`config.mk`:
```
export PLATFORM = sky130hd
export DESIGN_NAME = mem_seq
export DESIGN_NICKNAME = d
export VERILOG_FILES = /design/src/rtl/mem_seq.sv
export SDC_FILE = /design/constraint.sdc
export NUM_CORES = 1
export LEC_CHECK = 0
export ABC_AREA = 1
export ABC_CLOCK_PERIOD_IN_PS = 1600
export BUFFER_PORTS_ARGS = -buffer_cell sky130_fd_sc_hd__buf_2
export CORE_MARGIN = 2
export CORE_UTILIZATION = 46
export DETAILED_ROUTE_END_ITERATION = 6
export MAX_ROUTING_LAYER = met4
export PLACE_DENSITY = 0.84
export SYNTH_ARGS = -nofsm -noshare
export SYNTH_HDL_FRONTEND = slang
export SYNTH_SLANG_ARGS = --single-unit
```
`constraint.sdc`:
```
create_clock -name clk -period 1.6 [get_ports clk]
set_input_delay 0.08 -clock clk [delete_from_list [all_inputs] [get_ports clk]]
set_output_delay 0.08 -clock clk [all_outputs]
set_load 0.1 [all_outputs]
```
`src/rtl/mem_seq.sv`:
```
// Load/store sequencer between the register file and an 8-bit memory port.
// Splits 16-bit accesses into two little-endian byte cycles.
module mem_seq (
  input  logic        clk,
  input  logic        reset_in,
  input  logic        req_valid,
  output logic        req_ready,
  input  logic        req_write,
  input  logic        req_wide,
  input  logic [15:0] req_addr,
  input  logic [3:0]  req_reg,
  input  logic [15:0] req_data,
  output logic [15:0] mem_addr,
  output logic [7:0]  mem_wdata,
  output logic        mem_we,
  input  logic [7:0]  mem_rdata,
  output logic [15:0] reg_we,
  output logic [15:0] reg_wdata,
  output logic        done
);

  typedef enum logic [1:0] {
    IDLE,
    ACC0,
    ACC1,
    FIN
  } state_e;

  state_e      state_q, state_d;
  logic        write_q;
  logic        wide_q;
  logic [15:0] addr_q;
  logic [3:0]  reg_q;
  logic [15:0] data_q;
  logic [7:0]  lo_q, lo_d;
  logic [15:0] rwd_q, rwd_d;
  logic        accept;

  assign accept = req_valid & (state_q == IDLE);

  always_ff @(posedge clk or negedge reset_in) begin
    if (!reset_in) begin
      state_q <= IDLE;
      write_q <= 1'b0;
      wide_q  <= 1'b0;
      addr_q  <= 16'h0000;
      reg_q   <= 4'h0;
      data_q  <= 16'h0000;
      lo_q    <= 8'h00;
      rwd_q   <= 16'h0000;
    end else begin
      state_q <= state_d;
      lo_q    <= lo_d;
      rwd_q   <= rwd_d;
      if (accept) begin
        write_q <= req_write;
        wide_q  <= req_wide;
        addr_q  <= req_addr;
        reg_q   <= req_reg;
        data_q  <= req_data;
      end
    end
  end

  always_comb begin
    state_d   = state_q;
    lo_d      = lo_q;
    rwd_d     = rwd_q;
    req_ready = 1'b0;
    mem_addr  = addr_q;
    mem_wdata = 8'h00;
    mem_we    = 1'b0;
    reg_we    = 16'h0000;
    reg_wdata = rwd_q;
    done      = 1'b0;
    unique case (state_q)
      IDLE: begin
        req_ready = 1'b1;
        if (accept) state_d = ACC0;
      end
      ACC0: begin
        mem_we  = write_q;
        if (write_q) mem_wdata = data_q[7:0];
        state_d = wide_q ? ACC1 : FIN;
      end
      ACC1: begin
        // Address wraps naturally at 16 bits
        mem_addr = addr_q + 16'd1;
        mem_we   = write_q;
        if (write_q) mem_wdata = data_q[15:8];
        else lo_d = mem_rdata;
        state_d  = FIN;
      end
      FIN: begin
        done    = 1'b1;
        state_d = IDLE;
        if (!write_q) begin
          reg_we    = 16'd1 << reg_q;
          reg_wdata = wide_q ? {mem_rdata, lo_q}
                             : {8'h00, mem_rdata};
          rwd_d     = reg_wdata;
        end
      end
      default: state_d = IDLE;
    endcase
  end

endmodule
```
==> results of run 1 <==
[synth_stat cells (all sizes together)]
cell,count,area (sq um)
mux2,29,327
nor3,1,10.0
nand2,68,255
buf,11,75.1
inv,32,120
clkbuf,4,15.0
dfrtp,64,1600
a21oi,26,130
nand3b,1,7.51
nor2,53,211
nand3,24,120
nand4,4,25.0
ha,6,75.1
o21ai,27,165
xnor2,3,26.3
or2,2,12.5
xor2,6,52.6
[cells by family after synthesis]
kind of cell | Yosys count
compound gates | 53
mux | 29
flops | 64
xor+xnor | 9
buf+inv | 47
fa+ha+maj | 6
simple gates | 153
[per-stage QoR]
stage	setup TNS, ps	cell area (sq um)	hold WS (ps)
detailed placement	-2610	5430	123
global placement	-973	5430	115
floorplan	-24090	3820	-216
CTS	-17810	6470	3.74
[what timing repair did]
action | 4_1_cts
hold buffers | 34
resized for setup | 110
cloned | 2
endpoints found under the hold margin | 97
pin swaps | 22
buffers inserted | 9
endpoints found under the setup margin | 65
==> out/metrics.json, run 1 <==
{
  "clock_network": {
    "numCtsBuffers": 9,
    "h-tree-depth": 3,
    "cts_root_buffer": "clkbuf_8",
    "clock_path_buffers": 2,
    "cts.sinks": 64
  },
  "synth": {
    "synth.ff_latch_count": 64,
    "sequential_to_total_area_share_from_yosys_stat_pct": 49.6,
    "post_synth_num_cell_types": 24,
    "synthesis.area_sq_um": 3230,
    "largest_family_of_logic_cells_by_synthesized_area": "simple AND/OR/NAND/NOR gates",
    "syn-mean-instance-area_sq_um": 8.95,
    "synth-simple-area-share_pct": 19.9,
    "multiplexer_fraction_of_the_synthesized_cell_area_pct": 10.1,
    "synthesis.instances": 361,
    "synth.yosys.warnings": 0,
    "xor_and_xnor_area_share_after_synthesis_pct": 2.44,
    "compound_gate_portion_of_the_synthesized_area_pct": 9.14,
    "synth_adder_area_share_pct": 2.32,
    "postSynthNetCount": 416
  },
  "grt": {
    "largest_net_degree_at_the_start_of_global_routing": 65
  },
  "die": {
    "starting_density_of_the_core_pct": 47.5,
    "core.rowCount": 30,
    "i_o_pin_count": 108,
    "die_width_um": 87.8,
    "die_height_um": 87.8
  },
  "placement": {
    "hpwlAfterDp_um": 6700,
    "dp_slack_ps": -158,
    "place_congestion": 0.850,
    "placedCellCount": 575,
    "port-buffer-count": 107
  },
  "run_status": {
    "stopping_stage": "5_1_grt",
    "run.stop_error": "[ERROR DPL-0038] Utilization greater than 100%, impossible to legalize",
    "outcome": "aborted with a tool error"
  },
  "sta": {
    "grt_worst_setup_endpoint": "mem_addr[6]",
    "worst_endpoint_kind": "primary output"
  }
}
==> run 2, diff against run 1 <==
==> config.mk (replaced) <==
export PLATFORM = sky130hd
export DESIGN_NAME = mem_seq
export DESIGN_NICKNAME = d
export VERILOG_FILES = /design/src/rtl/mem_seq.sv
export SDC_FILE = /design/constraint.sdc
export NUM_CORES = 1
export LEC_CHECK = 0
export ABC_AREA = 1
export ABC_CLOCK_PERIOD_IN_PS = 2080
export BUFFER_PORTS_ARGS = -buffer_cell sky130_fd_sc_hd__buf_2
export CORE_MARGIN = 2
export CORE_UTILIZATION = 40
export DETAILED_ROUTE_END_ITERATION = 6
export PLACE_DENSITY_LB_ADDON = 0.15
export SYNTH_ARGS = -nofsm -noshare
export SYNTH_HDL_FRONTEND = slang
export SYNTH_SLANG_ARGS = --single-unit
==> constraint.sdc (replaced) <==
create_clock -name clk -period 2.08 [get_ports clk]
set_input_delay 0.104 -clock clk [delete_from_list [all_inputs] [get_ports clk]]
set_output_delay 0.104 -clock clk [all_outputs]
set_load 0.1 [all_outputs]
==> run 2 against run 1 <==
  * The flow now finishes without violations
  * Synthesized cell count unchanged
  * Area after synthesis unchanged
==> out/metrics.json, run 2 <==
{
  "synth": {
    "synth_top_flop_cell": {"value": "dfrtp_1", "change": "unchanged"},
    "yosysTopAreaCellShare": {"value": 49.6, "unit": "%", "change": "unchanged"},
    "syn-mean-instance-area": {"value": 8.95, "unit": "sq um", "change": "unchanged"},
    "post_synth_main_area_contributors": {"value": "dfrtp_1, mux2_2, nand2_1", "change": "unchanged"},
    "multiplexer_fraction_of_the_synthesized_cell_area": {"value": 10.1, "unit": "%", "change": "unchanged"},
    "post_synth_num_cell_types": {"value": 24, "change": "unchanged"},
    "synth-simple-area-share": {"value": 19.9, "unit": "%", "change": "unchanged"},
    "synth_adder_area_share": {"value": 2.32, "unit": "%", "change": "unchanged"},
    "synth.yosys.warnings": {"value": 0, "change": "unchanged"},
    "synth_most_common_cell": {"value": "nand2_1", "change": "unchanged"},
    "synthesis.area": {"value": 3230, "unit": "sq um", "change": "unchanged"},
    "synth.ff_latch_count": {"value": 64, "change": "unchanged"},
    "xor_and_xnor_area_share_after_synthesis": {"value": 2.44, "unit": "%", "change": "unchanged"},
    "synth-edff-count": {"value": 0, "change": "unchanged"},
    "sequential_to_total_area_share_from_yosys_stat": {"value": 49.6, "unit": "%", "change": "unchanged"},
    "async_flop_share": {"value": 100, "unit": "%", "change": "unchanged"},
    "synth.cells.most_frequent": {"value": "nand2_1, dfrtp_1, nor2_1", "change": "unchanged"},
    "synthesis.instances": {"value": 361, "change": "unchanged"},
    "largest_family_of_logic_cells_by_synthesized_area": {"value": "simple AND/OR/NAND/NOR gates", "change": "unchanged"},
    "compound_gate_portion_of_the_synthesized_area": {"value": 9.14, "unit": "%", "change": "unchanged"},
    "postSynthNetCount": {"value": 416, "change": "unchanged"},
    "yosys.area.top_type": {"value": "dfrtp_1", "change": "unchanged"}
  },
  "drt": {
    "detail_route.first_pass.iterations": 4,
    "vias_per_cell": 4.86,
    "route.met3.wl_um": 498,
    "ant_nets": 0,
    "met1_length_um": 3640,
    "top_signal_layer_used": "met4",
    "post_detailed_route_wirelength_per_cell_um": 14.1,
    "drtIter0Drc": 162,
    "num_vias": 2981,
    "wirelength_um": 8640,
    "remaining_drc_errors": 0,
    "met2RoutedLength_um": 4390
  },
  "critical_path": {
    "rr_endpoint": "lo_q[2]",
    "cp_max_fo": 13,
    "launch_instance_of_the_worst_register_to_register_path": "state_q[1]",
    "ff2ff_setup_slack_ps": 240,
    "cp_data_arrival_time_ps": 1890,
    "cp_cell_sequence": "ha_2 > inv_4 > nor2_4 > buf_12 > o21ai_0 > a21oi_1 > nor2_4 > buf_6",
    "critPathMaxStageDelay_ps": 400,
    "start_to_end_type_of_the_worst_setup_path": "reg -> out",
    "cp_data_required_time_ps": 1980,
    "cp_num_buf_inv": 3,
    "worst_path_max_delay_cell": "dfrtp_1",
    "cp_common_cell": "nor2_4",
    "cp-start-kind": "flop",
    "timing.critical_path.to_type": "output port",
    "path_delay_family": "flip-flops",
    "rr_worst_depth": 7
  },
  "clock_network": {
    "numCtsBuffers": {"value": 9, "change": "unchanged"},
    "cts_root_buffer": {"value": "clkbuf_8", "change": "unchanged"},
    "cts.sinks": {"value": 64, "change": "unchanged"},
    "clock_path_buffers": {"value": 2, "change": "unchanged"},
    "tritoncts": "done",
    "clkSlewWorstSetupHoldPaths_ps": 70,
    "worst_skew_pair.late_latency_ps": 330,
    "h-tree-depth": {"value": 3, "change": "unchanged"}
  },
  "placement": {
    "place_congestion": {"value": 0.823, "change": "was 0.850"},
    "hpwlAfterDp": {"value": 6140, "unit": "um", "change": "was 6700 um"},
    "detailed_place.area": {"value": 4990, "unit": "sq um", "change": "was 5430 sq um"},
    "port-buffer-count": {"value": 107, "change": "unchanged"}
  },
  "sta": {
    "hold_violations": 0,
    "min_period_ps": 1990,
    "layout_worst_path_cycle_share_pct": 95.9,
    "max_clock_freq_mhz": 502,
    "max-slew-margin-rel_pct": 56.6,
    "tightest_slew_ps": 651,
    "worst_clock_skew_ps": 10.4,
    "timing_max_transition_violations_final": 0,
    "grt_setup_unrepaired": "true",
    "total_setup_violations_reported_at_the_end_of_the_flow": 0
  },
  "worst_hold_path": {
    "worst_hold_path.endpoint": "addr_q[1]",
    "timing.hold.worst.class": "in -> reg",
    "worst_hold_startpoint": "req_addr[1]",
    "worst_hold_path.num_cells": 2
  },
  "grt": {
    "largest_net_degree_at_the_start_of_global_routing": 42,
    "globalRouteTotalUtil_pct": 21.0,
    "grt-ovfl-total": 0,
    "global_route_wire_length_before_repair_um": 14400,
    "antenna_found_initial": 0,
    "first_global_vias": 2977
  },
  "layout": {
    "design_area_sq_um": 5690,
    "core_util_final_pct": 73.2,
    "areaGrowthSynthToFinish_pct": 76.1,
    "reg.largest.list": "addr_q: 16 flops, data_q: 16 flops, rwd_q: 16 flops",
    "multi_input_area_sq_um": 1870,
    "antennaDiodeCount": 0,
    "layout-drive-gt1-share_pct": 49.1,
    "seqCellArea_sq_um": 1600,
    "finalNetCount": 561,
    "final.fill_count": 575,
    "layout.cells.most_common_list": "dfrtp_1, buf_12, nand2_1",
    "layout.cells.most_common": "dfrtp_1"
  },
  "die": {
    "core_area_sq_um": 7770,
    "die_width": {"value": 93.9, "unit": "um", "change": "was 87.8 um"},
    "die_height": {"value": 93.9, "unit": "um", "change": "was 87.8 um"},
    "i_o_pin_count": {"value": 108, "change": "unchanged"},
    "starting_density_of_the_core": {"value": 41.6, "unit": "%", "change": "was 47.5%"},
    "core.rowCount": {"value": 32, "change": "was 30"},
    "die_area_sq_um": 8810
  },
  "run": {
    "drv_cap": 0
  },
  "run_status": {
    "outcome": {"value": "finished clean", "change": "was aborted with a tool error"}
  }
}
run 2: cell counts after synthesis:
No cell type changed its count.
run 2: metrics by stage:
stage	hold slack (ps)	worst slack [ps]	cells	setup TNS [ps]
after floorplan	-192	-412	361	-11050
after global placement	125	193	563	0
after detailed placement	130	145	563	0
after CTS	0.235	-9.98	609	-11.8
after global routing	7.32	-37.3	613	-139
final	14.1	86.1	613	0
run 2: cell type report:
cell class | instances | share of cell area (%)
clock inverters | 5 | 0.572
multi-input cells | 250 | 32.9
repair buffers | 149 | 31.5
clock buffers | 11 | 2.49
inverters | 32 | 2.16
well taps | 102 | 2.24
flip-flops and latches | 64 | 28.2
run 2: kinds of logic (layout without fill, tap and decap cells):
| family | Yosys count | count (layout) |
|---|---|---|
| DFF | 64 | 64 |
| muxes | 29 | 29 |
| xor gates and xnor gates | 9 | 9 |
| adders and majority gates | 6 | 6 |
| and+or+nand+nor | 153 | 153 |
| buffers and inverters | 47 | 197 |
| AOI/OAI and AO/OA | 53 | 53 |
run 2: repair_timing:
| item | in CTS | in global routing |
|---|---|---|
| hold buffers | 26 | 0 |
| endpoints found under the hold margin | 48 | 0 |
| resized for setup | 21 | 24 |
| pin swaps | 3 | 7 |
| buffers inserted | 3 | 4 |
| endpoints found under the setup margin | 36 | 50 |
| cloned | 1 | 0 |
run 2: how the worst max path moves through the flow:
stage	from	slack (ps)	cells past startpoint	endpoint
finish	state_q[0]	90	8	reg_wdata[2]
global route	state_q[0]	-40	8	mem_addr[11]
CTS	state_q[1]	-10	8	reg_wdata[7]
detailed placement	state_q[0]	150	7	lo_q[2]
global placement	state_q[0]	190	7	lo_q[4]
floorplan	state_q[0]	-410	5	reg_we[0]
run 2: per-layer routing:
metal	vias up	GRT usage, %
met1	1433	26.9
met4	0	6.40
li1	1456	-
met2	82	34.6
met3	10	5.86
met5	-	0
Power of run 2 is not shown: default switching activity piles up to over one toggle a cycle in this logic, so the estimate is an artifact.
